[src/rtl/sub_apb_stream_bridge.sv]
// APB register slave that pushes DATA writes into a FIFO drained on a valid/ready stream.
// Optional macro SUB_APB_SLVERR_EN: pslverr on DATA write to a full FIFO and on reserved-address access.
module sub_apb_stream_bridge #(
  parameter int WIDTH = 8,
  parameter int DEPTH = 8,
  parameter int AW    = 4
) (
  input  logic             clk,
  input  logic             rst,
  input  logic             psel,
  input  logic             penable,
  input  logic             pwrite,
  input  logic [AW-1:0]    paddr,
  input  logic [WIDTH-1:0] pwdata,
  output logic [WIDTH-1:0] prdata,
  output logic             pready,
  output logic             pslverr,
  output logic             m_valid,
  output logic [WIDTH-1:0] m_data,
  input  logic             m_ready
);
  localparam int PW = $clog2(DEPTH);

  typedef enum logic [1:0] {IDLE, SETUP, WAIT, DONE} state_t;
  state_t state;

  logic [WIDTH-1:0] mem [DEPTH];
  logic [PW:0]      wr_ptr, rd_ptr, count;
  logic             empty, full, en, ovf, flush_pend;
  logic             commit, push, pop, serr;
  logic [1:0]       addr;
  logic [WIDTH-1:0] status, rdata;
  logic             unused_ok;

  assign addr      = paddr[3:2];
  assign unused_ok = ^{paddr, pwdata};
  assign count     = wr_ptr - rd_ptr;
  assign empty     = (wr_ptr == rd_ptr);
  assign full      = (wr_ptr[PW] != rd_ptr[PW]) && (wr_ptr[PW-1:0] == rd_ptr[PW-1:0]);
  assign m_valid   = !empty && en;
  assign m_data    = m_valid ? mem[rd_ptr[PW-1:0]] : '0;
  assign pop       = m_valid && m_ready;

  // Side effects land on the WAIT->DONE edge, so DONE presents their outcome.
  assign commit = (state == WAIT) && psel;
  assign push   = commit && pwrite && (addr == 2'd0) && !full;

`ifdef SUB_APB_SLVERR_EN
  assign serr = (addr == 2'd3) || (pwrite && (addr == 2'd0) && full);
`else
  assign serr = 1'b0;
`endif

  always_comb begin
    status         = '0;
    status[PW:0]   = count;
    status[5]      = empty;
    status[6]      = full;
    status[7]      = ovf;
    rdata          = '0;
    case (addr)
      2'd1:    rdata    = status;
      2'd2:    rdata[0] = en;
      default: ;
    endcase
  end

  always_ff @(posedge clk) begin
    if (push) mem[wr_ptr[PW-1:0]] <= pwdata;
  end

  always_ff @(posedge clk) begin
    if (rst) begin
      state      <= IDLE;
      pready     <= 1'b0;
      pslverr    <= 1'b0;
      prdata     <= '0;
      wr_ptr     <= '0;
      rd_ptr     <= '0;
      en         <= 1'b1;
      ovf        <= 1'b0;
      flush_pend <= 1'b0;
    end else begin
      pready     <= 1'b0;
      pslverr    <= 1'b0;
      flush_pend <= 1'b0;
      case (state)
        IDLE:    if (psel && !penable) state <= SETUP;
        SETUP:   if (!psel) state <= IDLE; else if (penable) state <= WAIT;
        WAIT:    state <= psel ? DONE : IDLE;
        DONE:    state <= psel ? SETUP : IDLE;
        default: state <= IDLE;
      endcase
      if (commit) begin
        pready  <= 1'b1;
        pslverr <= serr;
        prdata  <= pwrite ? '0 : rdata;
        if (pwrite) begin
          case (addr)
            2'd0:    if (full) ovf <= 1'b1;
            2'd1:    if (pwdata[7]) ovf <= 1'b0;
            2'd2:    begin en <= pwdata[0]; flush_pend <= pwdata[1]; end
            default: ;
          endcase
        end
      end
      if (push) wr_ptr <= wr_ptr + 1'b1;
      if (pop)  rd_ptr <= rd_ptr + 1'b1;
      // Flush lands one cycle after the CTRL write completes and overrides any pop.
      if (flush_pend) begin
        wr_ptr <= '0;
        rd_ptr <= '0;
      end
    end
  end
endmodule

[config.mk]
export PLATFORM = sky130hd
export DESIGN_NAME = sub_apb_stream_bridge
export DESIGN_NICKNAME = d
export VERILOG_FILES = /design/src/rtl/sub_apb_stream_bridge.sv
export SDC_FILE = /design/constraint.sdc
export NUM_CORES = 1
export LEC_CHECK = 0
export BUFFER_PORTS_ARGS = -buffer_cell sky130_fd_sc_hd__buf_2
export CAP_MARGIN = 20
export CORE_MARGIN = 5
export CORE_UTILIZATION = 52
export DETAILED_ROUTE_END_ITERATION = 6
export HOLD_SLACK_MARGIN = 0.03
export PLACE_DENSITY = 0.74
export SETUP_SLACK_MARGIN = 0.05
export SLEW_MARGIN = 20
export SYNTH_ARGS = -nofsm -noshare
export SYNTH_HDL_FRONTEND = slang
export SYNTH_SLANG_ARGS = --single-unit
[constraint.sdc]
create_clock -name clk -period 2.7 [get_ports clk]
set_clock_uncertainty 0.1 [all_clocks]
set_input_delay 0.27 -clock clk [delete_from_list [all_inputs] [get_ports clk]]
set_output_delay 0.27 -clock clk [all_outputs]
set_load 0.1 [all_outputs]
==> results.py <==
metrics = {
    "setup_path": {
        "critPathArrivalTime_ns": 2.09,
        "required_ns": 2.33,
        "rr_startpoint": "wr_ptr[2]",
        "cp-start-kind": "flip-flop",
        "crit_fanout": 9,
        "rr_worst_depth": 6,
        "cp-end-kind": "primary output",
        "r2r_end": "mem[6][0]",
        "rrSetupSlack_ns": 0.39,
        "cp-startpoint": "wr_ptr[2]",
        "path_class": "flip-flop to primary output",
    },
    "layout": {
        "diodes": 0,
        "syn_to_final_growth_pct": 16.9,
        "fin_cells": 385,
        "drive_above_1_share_pct": 31.1,
        "fillCellCount": 528,
        "fin_area_sq_um": 4260,
        "nNetsFinal": 311,
    },
    "placed_design": {
        "routabilityCongestion": 0.828,
        "dp_hpwl_um": 4470,
        "place_ws_ns": 0.258,
        "placed_cells": 369,
        "placement.cell_area_sq_um": 4040,
        "port_buffers": 32,
    },
    "timing": {
        "hold_slack_ns": 0.0908,
        "finalCritPeriodShare_pct": 91.1,
        "drv_slew": 0,
        "hold_viol": 0,
        "rsz0062_at_grt": "false",
        "setup_viol": 0,
        "maxSlewHeadroom_pct": 62.0,
        "max_freq_mhz": 406,
        "post-route-min-period_ns": 2.46,
        "tightest_slew_ns": 0.571,
        "timing.final.ws_setup_ns": 0.240,
    },
    "synthesis": {
        "syn_area_per_cell_sq_um": 15.5,
        "netlist_instances": 235,
        "synth_edf_count": 64,
        "synth_ff_type": "edfxtp_1",
        "ys_ff_latch": 88,
        "synth_mux_area_share_pct": 12.6,
        "synth_top_family_by_area": "multiplexers",
        "async_flop_share_pct": 0,
        "synth.distinct_cells": 40,
        "netlist_area_sq_um": 3640,
        "ys_seq_area_share_pct": 65.9,
        "synth-compound-area-share_pct": 4.26,
        "ys.warnings.count": 0,
        "yosys-top-cells-area": "edfxtp_1, dfxtp_1, mux4_2",
        "yosysTopAreaCell": "edfxtp_1",
        "synthAdderAreaFrac_pct": 3.30,
        "synthXorXnorAreaFrac_pct": 2.61,
        "netlist.area_leader.share_pct": 52.7,
        "synthSimpleGateAreaFrac_pct": 8.59,
    },
    "clocking": {
        "cts_buffers": 9,
        "clockRootBuffer": "clkbuf_8",
        "clk_latency_ns": 0.35,
        "clkTransAtPathRegs_ns": 0.09,
        "cts_tree": "done",
        "ctsLongestPathBuffers": 2,
        "cts_hold_repair.buffers": 0,
        "cts_sinks": 88,
        "ctsHtreeMaxLevel": 3,
    },
    "floorplan": {
        "die_w_um": 93.7,
        "boundaryPins": 37,
        "fp.dieH_um": 93.7,
        "initial_core_util_pct": 53.6,
        "dieArea_sq_um": 8780,
        "rows": 30,
        "core_sq_um": 6790,
    },
    "job": {
        "maxCapViolations": 0,
    },
    "pwr": {
        "total_power_mw": 2.47,
        "p_leak_nw": 1.52,
        "power_per_cell_area_nw_per_um2": 579,
        "peakVddDrop_mv": 0.264,
    },
    "global_routing": {
        "grt_pass1_vias": 2115,
        "grt_max_degree": 17,
        "grt_remaining_overflow": 0,
        "antenna_found_initial": 0,
        "grt_pass1_wl_um": 10900,
        "track_usage_pct": 16.9,
    },
    "worst_hold_path": {
        "min_to": "mem[4][4]",
        "hold_path.startpoint": "pwdata[4]",
        "whs_path_depth": 1,
        "min_path_type": "input pin to flip-flop",
    },
    "detailed_routing": {
        "drc": 0,
        "vias_per_cell": 5.39,
        "initialDrtViolationCount": 93,
        "ant_nets": 0,
        "dr.pass1.iters": 4,
        "wl_per_cell_um": 17.4,
        "vias": 2074,
        "totalWireLength_um": 6700,
    },
    "outcome": {
        "status": "finished clean",
    },
}
Yosys cell counts, drive strengths merged (2+ instances only):
| library cell | instances |
|---|---|
| a21oi | 3 |
| ha | 8 |
| mux4 | 16 |
| xor2 | 5 |
| nand2 | 5 |
| o21ai | 4 |
| inv | 10 |
| o211ai | 3 |
| dfxtp | 24 |
| clkbuf | 3 |
| edfxtp | 64 |
| a22oi | 6 |
| mux2i | 10 |
| o2111ai | 2 |
| nand3b | 2 |
| xnor2 | 5 |
| nor4 | 7 |
| nand3 | 3 |
| and3 | 2 |
| buf | 8 |
| or4b | 2 |
| nand2b | 3 |
| nor3b | 3 |
| nor2 | 28 |
power breakdown:
group | total [mW] | switching [mW] | leakage [nW] | internal [mW]
combinational | 0.0596 | 0.0437 | 0.647 | 0.0159
clock | 0.960 | 0.444 | 0.102 | 0.517
sequential | 1.45 | 0.000795 | 0.768 | 1.45
total | 2.47 | 0.488 | 1.52 | 1.98
worst max-delay path, cell delays in order (launching register included):
cell	delay, ns
dfxtp_1	0.54
ha_1	0.35
nand3_2	0.13
o21ai_4	0.12
nor2_1	0.15
buf_2	0.44
metal layers:
layer / vias to the layer above / routed length (um) / track usage, %
met5: - / 0 / 0
met4: 0 / 93 / 7.10
met3: 10 / 289 / 4.17
met2: 51 / 3220 / 26.1
met1: 1026 / 3100 / 22.9
li1: 987 / - / -
what timing repair did:
| item | CTS | global route |
|---|---|---|
| pin swaps | 0 | 0 |
| setup endpoints to repair | 9 | 5 |
| gates resized for setup | 1 | 1 |
| setup buffers | 0 | 0 |
state kept, by name, summed over array words and instances, names as in the netlist, named ones only:
name        count
en              1
wr_ptr          4
state           2
mem            64
pready          1
prdata          7
ovf             1
flush_pend      1
rd_ptr          4
metrics by stage:
stage / TNS (ns) / utilization [%]
2_1_floorplan: -1.14 / -
3_3_place_gp: 0 / 59.4
3_5_place_dp: 0 / 59.4
4_1_cts: 0 / 62.6
5_1_grt: 0 / 62.7
6_report: 0 / 62.7
cell families (layout without fill, tap and decap cells):
group / Yosys count / count (layout)
DFF: 88 / 88
and+or+nand+nor: 59 / 59
muxes: 26 / 26
AOI/OAI and AO/OA: 21 / 21
buffers and inverters: 21 / 74
xor gates and xnor gates: 10 / 10
adders and majority gates: 9 / 9
other: 1 / 2
worst max path at each step:
| stage | slack [ns] | end | depth (start not counted) |
|---|---|---|---|
| finish | 0.24 | m_data[0] | 5 |
| global placement | 0.34 | m_data[0] | 5 |
| detailed placement | 0.26 | m_data[0] | 5 |
| CTS | 0.14 | m_data[0] | 5 |
| floorplan | -0.14 | m_data[0] | 5 |
| global route | 0.08 | m_data[1] | 5 |
final cells by class:
| cell class | instances | area, sq um | area share, % |
|---|---|---|---|
| Sequential cell | 88 | 2400 | 56.4 |
| Multi-Input combinational cell | 127 | 1210 | 28.3 |
| Timing Repair Buffer | 48 | 280 | 6.58 |
| Clock buffer | 10 | 128 | 3.00 |
| Tap cell | 96 | 120 | 2.82 |
| Clock inverter | 6 | 83.8 | 1.97 |
| Inverter | 10 | 37.5 | 0.882 |
layout by cell type (no fill, tap or decap), types with 4 or more instances in the layout:
cell,count
mux2i_1,10
nand2_1,5
nor4_2,7
nor2_1,28
buf_2,32
xnor2_1,4
xor2_1,5
edfxtp_1,64
inv_1,10
dfxtp_1,24
clkbuf_8,9
a22oi_1,6
ha_1,8
buf_4,16
mux4_2,16
Note: power is estimated with default switching activity, not from simulation.
